<file path="config.mk">
export PLATFORM = sky130hd
export DESIGN_NAME = snn_lif_net
export DESIGN_NICKNAME = d
export VERILOG_FILES = /design/src/rtl/snn_lif_net.sv
export SDC_FILE = /design/constraint.sdc
export NUM_CORES = 1
export LEC_CHECK = 0
export ABC_AREA = 0
export BUFFER_PORTS_ARGS = -buffer_cell sky130_fd_sc_hd__buf_2
export CORE_UTILIZATION = 24
export CTS_BUF_LIST = sky130_fd_sc_hd__clkbuf_4 sky130_fd_sc_hd__clkbuf_8 sky130_fd_sc_hd__clkbuf_16
export DETAILED_ROUTE_END_ITERATION = 10
export PLACE_DENSITY_LB_ADDON = 0.15
export SLEW_MARGIN = 20
export SYNTH_ARGS = -nofsm -noshare
export SYNTH_HDL_FRONTEND = slang
export SYNTH_SLANG_ARGS = --single-unit
</file>
<file path="constraint.sdc">
create_clock -name clk -period 9 [get_ports clk]
set_input_delay 0 -clock clk [delete_from_list [all_inputs] [get_ports clk]]
set_output_delay 0 -clock clk [all_outputs]
set_load 0.05 [all_outputs]
</file>
<file path="src/rtl/snn_lif_net.sv">
// Two-layer leaky integrate-and-fire network: N_IN hidden LIF neurons feed a
// registered weighted adder that drives one output LIF neuron with a spike counter.
module snn_lif_net #(
  parameter int N_IN       = 8,
  parameter int W          = 8,
  parameter int WEIGHT_W   = 4,
  parameter int LEAK_SHIFT = 3,
  parameter int IN_GAIN    = 32,
  parameter int H_THR_RST  = 64,
  parameter int O_THR_RST  = 16,
  parameter int REFRAC     = 2,
  parameter int SUB_RESET  = 0,
  parameter int CNT_W      = 16
) (
  input  logic                        clk,
  input  logic                        rst_n,
  input  logic                        en,
  input  logic [N_IN-1:0]             in_spike,
  input  logic                        cfg_we,
  input  logic [$clog2(N_IN+2)-1:0]   cfg_addr,
  input  logic [W-1:0]                cfg_data,
  output logic [N_IN-1:0]             hid_spike,
  output logic                        spike_out,
  output logic [W-1:0]                state_out,
  output logic [CNT_W-1:0]            spike_cnt
);

  localparam int AW    = $clog2(N_IN + 2);
  localparam int SUM_W = WEIGHT_W + $clog2(N_IN);
  localparam int RW    = (REFRAC > 0) ? $clog2(REFRAC + 1) : 1;

  localparam logic [AW-1:0]       ADDR_HTHR = AW'(N_IN);
  localparam logic [AW-1:0]       ADDR_OTHR = AW'(N_IN + 1);
  localparam logic [W-1:0]        U_ZERO    = {W{1'b0}};
  localparam logic [W-1:0]        U_MAX     = {W{1'b1}};
  localparam logic [W-1:0]        GAIN_V    = W'(IN_GAIN);
  localparam logic [W-1:0]        H_THR_V   = W'(H_THR_RST);
  localparam logic [W-1:0]        O_THR_V   = W'(O_THR_RST);
  localparam logic [RW-1:0]       R_ZERO    = {RW{1'b0}};
  localparam logic [RW-1:0]       R_ONE     = RW'(1'b1);
  localparam logic [RW-1:0]       REFRAC_V  = RW'(REFRAC);
  localparam logic [WEIGHT_W-1:0] W_RST     = WEIGHT_W'(1'b1);
  localparam logic [SUM_W-1:0]    SUM_ZERO  = {SUM_W{1'b0}};
  localparam logic [CNT_W-1:0]    CNT_MAX   = {CNT_W{1'b1}};
  localparam logic [CNT_W-1:0]    CNT_ONE   = CNT_W'(1'b1);

  typedef struct packed {
    logic          spike;
    logic [W-1:0]  u;
    logic [RW-1:0] r;
  } lif_t;

  // Shared neuron rule: fire beats refractory beats integrate; the integrate
  // path adds at W+1 bits so an overflow clamps to the top of the range.
  function automatic lif_t lif_step(input logic [W-1:0]  u,
                                    input logic [RW-1:0] r,
                                    input logic [W-1:0]  thr,
                                    input logic [W-1:0]  amt);
    lif_t         nx;
    logic [W-1:0] leaked;
    logic [W:0]   acc;
    leaked = u - (u >> LEAK_SHIFT);
    acc    = {1'b0, leaked} + {1'b0, amt};
    if ((r == R_ZERO) && (u >= thr)) begin
      nx.spike = 1'b1;
      nx.u     = (SUB_RESET != 0) ? (u - thr) : U_ZERO;
      nx.r     = REFRAC_V;
    end else if (r != R_ZERO) begin
      nx.spike = 1'b0;
      nx.u     = leaked;
      nx.r     = r - R_ONE;
    end else begin
      nx.spike = 1'b0;
      nx.u     = acc[W] ? U_MAX : acc[W-1:0];
      nx.r     = r;
    end
    return nx;
  endfunction

  logic [N_IN-1:0][WEIGHT_W-1:0] w_r;
  logic [W-1:0]                  h_thr_r;
  logic [W-1:0]                  o_thr_r;
  logic [N_IN-1:0][W-1:0]        h_mem_r;
  logic [N_IN-1:0][RW-1:0]       h_ref_r;
  logic [N_IN-1:0]               hid_spike_r;
  logic [SUM_W-1:0]              sum_q_r;
  logic [W-1:0]                  o_mem_r;
  logic [RW-1:0]                 o_ref_r;
  logic                          spike_out_r;
  logic [CNT_W-1:0]              cnt_r;

  logic [N_IN-1:0]               w_we_s;
  logic                          h_thr_we_s;
  logic                          o_thr_we_s;
  logic [SUM_W-1:0]              sum_s;
  lif_t                          h_nx_s [N_IN];
  lif_t                          o_nx_s;

  // Config address decode; anything past the output threshold matches nothing.
  always_comb begin
    w_we_s     = {N_IN{1'b0}};
    h_thr_we_s = 1'b0;
    o_thr_we_s = 1'b0;
    if (cfg_we) begin
      for (int i = 0; i < N_IN; i++) begin
        if (cfg_addr == AW'(i)) begin
          w_we_s[i] = 1'b1;
        end else begin
          w_we_s[i] = 1'b0;
        end
      end
      h_thr_we_s = (cfg_addr == ADDR_HTHR);
      o_thr_we_s = (cfg_addr == ADDR_OTHR);
    end else begin
      w_we_s     = {N_IN{1'b0}};
      h_thr_we_s = 1'b0;
      o_thr_we_s = 1'b0;
    end
  end

  // Config registers ignore en so the network can be programmed while frozen.
  always_ff @(posedge clk) begin
    if (!rst_n) begin
      for (int i = 0; i < N_IN; i++) begin
        w_r[i] <= W_RST;
      end
      h_thr_r <= H_THR_V;
      o_thr_r <= O_THR_V;
    end else begin
      for (int i = 0; i < N_IN; i++) begin
        if (w_we_s[i]) begin
          w_r[i] <= cfg_data[WEIGHT_W-1:0];
        end
      end
      if (h_thr_we_s) begin
        h_thr_r <= cfg_data;
      end
      if (o_thr_we_s) begin
        o_thr_r <= cfg_data;
      end
    end
  end

  // Next-state for every neuron and the weighted sum of the registered hidden spikes.
  always_comb begin
    sum_s = SUM_ZERO;
    for (int i = 0; i < N_IN; i++) begin
      h_nx_s[i] = lif_step(h_mem_r[i], h_ref_r[i], h_thr_r,
                           in_spike[i] ? GAIN_V : U_ZERO);
      if (hid_spike_r[i]) begin
        sum_s = sum_s + SUM_W'(w_r[i]);
      end else begin
        sum_s = sum_s;
      end
    end
    o_nx_s = lif_step(o_mem_r, o_ref_r, o_thr_r, W'(sum_q_r));
  end

  // Hidden layer state.
  always_ff @(posedge clk) begin
    if (!rst_n) begin
      h_mem_r     <= {(N_IN*W){1'b0}};
      h_ref_r     <= {(N_IN*RW){1'b0}};
      hid_spike_r <= {N_IN{1'b0}};
    end else if (en) begin
      for (int i = 0; i < N_IN; i++) begin
        h_mem_r[i]     <= h_nx_s[i].u;
        h_ref_r[i]     <= h_nx_s[i].r;
        hid_spike_r[i] <= h_nx_s[i].spike;
      end
    end
  end

  // Adder stage, output neuron and saturating spike counter.
  always_ff @(posedge clk) begin
    if (!rst_n) begin
      sum_q_r     <= SUM_ZERO;
      o_mem_r     <= U_ZERO;
      o_ref_r     <= R_ZERO;
      spike_out_r <= 1'b0;
      cnt_r       <= {CNT_W{1'b0}};
    end else if (en) begin
      sum_q_r     <= sum_s;
      o_mem_r     <= o_nx_s.u;
      o_ref_r     <= o_nx_s.r;
      spike_out_r <= o_nx_s.spike;
      if (o_nx_s.spike && (cnt_r != CNT_MAX)) begin
        cnt_r <= cnt_r + CNT_ONE;
      end
    end
  end

  assign hid_spike = hid_spike_r;
  assign spike_out = spike_out_r;
  assign state_out = o_mem_r;
  assign spike_cnt = cnt_r;

endmodule

</file>
==> flow_summary.json, run 1 <==
{
  "fin_cells": 2304,
  "synth-async-reset-ratio_pct": 0,
  "worstPathMaxFanout": 6,
  "synthCells": 1569,
  "cts_tree": "done",
  "cts.sinks": 170,
  "cts_post_setup_buffers_inserted": 0,
  "gp_congestion": 0.7841,
  "synth_nets": 1780,
  "grt_max_degree": 79,
  "ant_nets": 0,
  "status": "completed",
  "synth_ff_type": "dfxtp_1",
  "drt_iter0_drc": 422,
  "area_delta_synth_final_pct": 12.94,
  "place_area_um2": 13900,
  "drv_slew": 0,
  "tightest_slew_ps": 959.1,
  "worstSkewPairLatency_ps": 450,
  "hpwl_um": 25310,
  "drc_errors": 0,
  "die_h_um": 234.3,
  "synth_seq_cells": 170,
  "yosys_warnings": 0,
  "n_fill_cell": 5791,
  "port_buffers": 56,
  "synth_edf_count": 0,
  "grt_pass1_vias": 10560,
  "irDropWorstVdd_mv": 0.1456,
  "antenna_found_initial": 0,
  "cpMaxStageDelayCell": "fa_1",
  "avgSynthCellArea_um2": 8.251,
  "finalInstanceArea_um2": 14620,
  "placed_cells": 2260,
  "seq_area_um2": 3403,
  "powerDensity_nw_per_um2": 382.9,
  "fin_tns_setup_ps": 0,
  "drive_gt1_share_pct": 8.601,
  "yosysSeqAreaShare_pct": 26.29,
  "num_vias": 10850,
  "track_usage_pct": 13.45,
  "final_nets": 1814,
  "relSlewSlack_pct": 36.06,
  "crit_type": "flip-flop to flip-flop",
  "synth_area_um2": 12950,
  "numCtsBuffers": 17,
  "overflow": 0,
  "die_w_um": 234.3,
  "fmax_mhz": 143.0,
  "worstHoldPathType": "primary input to flip-flop",
  "wirelength_um": 35690,
  "worstPathArrival_ps": 7380,
  "setup_viol": 0,
  "cts-resized-gates": 0,
  "cp-end-kind": "flip-flop",
  "initial_core_util_pct": 24.44,
  "drt-pass1-iter-count": 4,
  "io_pins": 57,
  "rows": 84,
  "ys_types": 66,
  "start_kind": "flip-flop",
  "min_period_ps": 6992,
  "cpMostUsedCell": "ha_1",
  "post_drt_wl_per_cell_um": 15.49,
  "fin_skew_ps": 11.03,
  "multi_input_area_um2": 8879,
  "rsz0062_at_grt": "false",
  "vias_per_cell": 4.708,
  "clk_pin_slew_ps": 70,
  "required_ps": 9390,
  "timing.final.crit_share_pct": 77.69,
  "power_leakage_nw": 6.051,
  "core_um2": 52970,
  "htreeDepth": 4,
  "postCtsHoldBufs": 12,
  "drv_cap": 0,
  "root_buffer": "clkbuf_16",
  "clk_path_buf_depth": 2,
  "dieArea_um2": 54880,
  "hold_viol_final": 0,
  "grt_pass1_wl_um": 57500,
  "n_antenna_cell": 0,
  "critical-path-max-stage-delay_ps": 440
}
-- per-layer routing --
| metal | part of all wire, % | vias up | track usage [%] |
|---|---|---|---|
| met1 | 52 | 5092 | 18.49 |
| met3 | 2.3 | 18 | 2.395 |
| li1 | - | 5653 | - |
| met2 | 45 | 85 | 21.88 |
| met5 | 0 | - | 0 |
| met4 | 0.86 | 0 | 2.597 |
-- where the power goes --
part	internal (mW)	switching, mW	leakage, nW
Clock	0.426	0.337	0.290
Sequential	0.938	0.225	1.39
Combinational	1.67	2.00	4.38
-- final timing paths --
kind / slack [ps] / endpoint / cells past startpoint / startpoint
min: 20 / w_r[1] / 3 / cfg_data[1]
min reg2reg: 460 / h_mem_r[48] / 2 / h_mem_r[48]
max reg2reg: 2010 / sum_q_r[6] / 30 / hid_spike[0]
max: 2010 / sum_q_r[6] / 30 / hid_spike[0]
-- per-stage QoR --
stage | util, % | hold slack, ps | setup WS, ps | power [mW]
after CTS | 27.59 | 4.620 | 1955 | 5.667
after detailed placement | 26.24 | 268.2 | 1982 | 4.854
after floorplan | - | 125.1 | 2222 | 4.112
after global routing | 27.60 | 33.92 | 1440 | 6.222
final | 27.60 | 22.41 | 2008 | 5.599
after global placement | 26.23 | 267.2 | 2097 | 4.829
-- sequential cells by signal, indices dropped and copies added (netlist names) --
| register | flops |
|---|---|
| state_out | 8 |
| h_mem_r | 64 |
| sum_q_r | 7 |
| o_ref_r | 2 |
| spike_out | 1 |
| h_thr_r | 8 |
| o_thr_r | 8 |
| spike_cnt | 16 |
| h_ref_r | 16 |
| hid_spike | 8 |
| w_r | 32 |
-- cells by family (layout without fill, tap and decap cells) --
logic type | after synthesis | after routing | share of synthesized area [%]
multiplexers | 74 | 74 | 6.031
AO/OA/AOI/OAI | 444 | 444 | 22.14
buffers and inverters | 176 | 223 | 5.229
AND/OR/NAND/NOR | 451 | 451 | 16.72
flip-flops | 170 | 170 | 26.29
adder cells (fa/ha/maj) | 187 | 187 | 19.06
XOR/XNOR | 67 | 67 | 4.533
-- placed cells by master, fill, tap and decap left out, drive strengths merged, types with 15 or more instances in the layout --
cell	count
nand2b	24
buf	60
fa	17
xor2	16
dfxtp	170
inv	120
or2	17
nand3	29
a21oi	148
clkbuf	24
ha	170
nand2	140
nor3	23
a2bb2oi	15
o21ai	91
nor2	119
xnor2	51
mux2i	60
o211ai	47
a21o	47
nor2b	32
-- cells in the mapped netlist, drive strengths merged, types with 14 or more instances --
| cell type | instances | area, um2 |
|---|---|---|
| nand3 | 29 | 145.1 |
| mux2i | 60 | 600.6 |
| nand2 | 140 | 525.5 |
| fa | 17 | 340.3 |
| or2 | 17 | 106.4 |
| mux2 | 14 | 180.2 |
| ha | 170 | 2127 |
| inv | 119 | 446.7 |
| nand2b | 24 | 150.1 |
| a21o | 47 | 352.8 |
| nor2b | 32 | 200.2 |
| a21oi | 148 | 744.5 |
| a2bb2oi | 15 | 131.4 |
| o21ai | 91 | 459.2 |
| xnor2 | 51 | 446.7 |
| dfxtp | 170 | 3403 |
| nor2 | 119 | 446.7 |
| a221oi | 14 | 122.6 |
| clkbuf | 49 | 183.9 |
| a211oi | 14 | 115.1 |
| nor3 | 23 | 115.1 |
| xor2 | 16 | 140.1 |
| o211ai | 47 | 352.8 |
| nand3b | 14 | 105.1 |
-- cell type report --
type / count / share of cell area [%]
clock buffer: 24 / 3.483
clock inverter: 8 / 0.5819
inverter: 119 / 3.089
multi-input combinational: 1223 / 60.72
sequential: 170 / 23.28
tap: 688 / 5.887
timing repair buffer: 72 / 2.961
-- worst max-delay path, delay by kind of cell (launching register included) --
kind,cells,cell delay (ps)
compound gates,5,1170
buf+inv,3,240
xor+xnor,5,780
flops,1,400
simple gates,5,530
fa+ha+maj,8,2690
mux,4,1100
No activity file was read; power rests on OpenSTA's default activity.
==> run 2: changes to the inputs <==
- clock period: 9 -> 6.2 ns (I/O delays scaled with it)
==> run 2 against run 1 <==
The flow now finishes with violations (setup timing). Sequential power increased by 45%. Die area unchanged. Critical path type unchanged. Highest routed layer unchanged. Count of clock-buffer cells in the layout decreased by 3.
==> flow_summary.json, run 2 (synthesized netlist as in run 1, its figures left out) <==
{
  "status": "complete, but fails checks",
  "failed_checks": "setup timing",
  "drt-pass1-iter-count": 4,
  "root_buffer": "clkbuf_16",
  "required_ps": 6590,
  "hpwl_um": 25540,
  "num_vias": 11000,
  "fin_skew_ps": 11.96,
  "final_nets": 1843,
  "fin_tns_setup_ps": -31.03,
  "numCtsBuffers": 17,
  "start_kind": "flip-flop",
  "worstPathMaxFanout": 3,
  "switching_share_pct": 45.15,
  "worstHoldPathType": "primary input to flip-flop",
  "switchingPower_mw": 3.759,
  "hold_viol_final": 0,
  "overflow": 0,
  "n_fill_cell": 5706,
  "mostFrequentLayoutCells": "dfxtp_1 (168), ha_1 (161), a21oi_1 (142), nand2_1 (140), nor2_1 (118)",
  "drt_iter0_drc": 444,
  "area_delta_synth_final_pct": 16.85,
  "powerDensity_nw_per_um2": 550.4,
  "cts.sinks": 170,
  "crit_type": "flip-flop to flip-flop",
  "finalInstanceArea_um2": 15130,
  "cts_tree": "done",
  "vias_per_cell": 4.714,
  "place_ws_ps": -225.0,
  "core_um2": 52970,
  "rows": 84,
  "worstSkewPairLatency_ps": 450,
  "cp-end-kind": "flip-flop",
  "grt_pass1_wl_um": 57880,
  "final_common_cell": "dfxtp_1",
  "relSlewSlack_pct": 31.74,
  "rsz0062_at_grt": "true",
  "drv_slew": 0,
  "die_h_um": 234.3,
  "clk_pin_slew_ps": 70,
  "hold_ws_ps": 34.71,
  "ant_nets": 0,
  "cpMostUsedCell": "fa_2",
  "htreeDepth": 4,
  "multi_input_area_um2": 9112,
  "drive_gt1_share_pct": 12.40,
  "timing.final.crit_share_pct": 100.5,
  "initial_core_util_pct": 24.44,
  "internal_power_mw": 4.567,
  "cpMaxStageDelayCell": "fa_2",
  "worstPathArrival_ps": 6620,
  "port_buffers": 56,
  "drc_errors": 0,
  "comb_power_share_pct": 65.5,
  "power_leakage_nw": 6.231,
  "min_period_ps": 6231,
  "finalPower_mw": 8.326,
  "clk_path_buf_depth": 2,
  "top_register": "h_mem_r",
  "dieArea_um2": 54880,
  "post_drt_wl_per_cell_um": 15.36,
  "seq_area_um2": 3408,
  "wirelength_um": 35860,
  "clkPwrFrac_pct": 14.3,
  "track_usage_pct": 13.43,
  "place_area_um2": 14170,
  "critical-path-max-stage-delay_ps": 550,
  "p_seq_share_pct": 20.2,
  "tightest_slew_ps": 1015,
  "irDropWorstVdd_mv": 0.2143,
  "gp_congestion": 0.7707,
  "largest_reg_flops": 64,
  "timing.final.ws_setup_ps": -31.03,
  "drv_cap": 0,
  "rrSetupSlack_ps": -30,
  "setup_viol": 1,
  "reg.largest.list": "h_mem_r x64, w_r x32",
  "io_pins": 57,
  "fmax_mhz": 160.5,
  "antenna_found_initial": 0,
  "grt_pass1_vias": 10750,
  "die_w_um": 234.3,
  "grt_max_degree": 80
}
==> run 2: power by group through the flow <==
stage	Sequential [mW]	Clock, mW	Combinational (mW)
floorplan	1.73	0	4.25
global placement	1.71	0	5.36
detailed placement	1.72	0	5.40
CTS	1.69	1.24	5.49
global route	1.74	1.28	6.29
finish	1.68	1.19	5.45
==> run 2: final timing paths <==
path              cells after the start          end          from
hold / removal                        3      w_r[19]   cfg_data[3]
setup / recovery                     25   sum_q_r[6]  hid_spike[0]
hold reg to reg                       2  h_mem_r[32]   h_mem_r[32]
setup reg to reg                     25   sum_q_r[6]  hid_spike[0]
==> run 2: metrics by stage <==
| stage | utilization, % | cells |
|---|---|---|
| 2_1_floorplan | - | 1569 |
| 4_1_cts | 28.41 | 2333 |
| 6_report | 28.56 | 2334 |
| 5_1_grt | 28.55 | 2333 |
| 3_5_place_dp | 26.75 | 2287 |
| 3_3_place_gp | 26.73 | 2287 |
==> run 2: layout make-up <==
| class | count | share of cell area (%) |
|---|---|---|
| flip-flops and latches | 170 | 22.53 |
| inverters | 119 | 2.986 |
| clock inverters | 11 | 1.117 |
| multi-input cells | 1223 | 60.24 |
| repair buffers | 101 | 4.326 |
| well taps | 688 | 5.691 |
| clock buffers | 21 | 3.093 |
| diodes | 1 | 0.01654 |
==> run 2: per-layer routing <==
layer / part of all wire (%) / vias to the layer above / track usage, %
li1: - / 5720 / -
met1: 51 / 5160 / 18.18
met2: 46 / 108 / 22.13
met3: 2.4 / 15 / 2.541
met4: 0.71 / 0 / 2.476
met5: 0 / - / 0
==> run 2: what timing repair did <==
| action | in CTS | in global routing |
|---|---|---|
| buffers inserted | 2 | 1 |
| hold buffers | 12 | 0 |
| hold endpoints to repair | 19 | 0 |
| pin swaps | 11 | 11 |
| gates cloned | 0 | 0 |
| gates resized for setup | 23 | 13 |
| setup endpoints to repair | 4 | 5 |
==> run 2: worst max-delay path, delay by kind of cell, from the launching register on <==
| family | cells | cell delay (ps) |
|---|---|---|
| fa+ha+maj | 8 | 3320 |
| simple gates | 5 | 390 |
| buf+inv | 3 | 310 |
| compound gates | 4 | 860 |
| mux | 5 | 960 |
| flops | 1 | 340 |
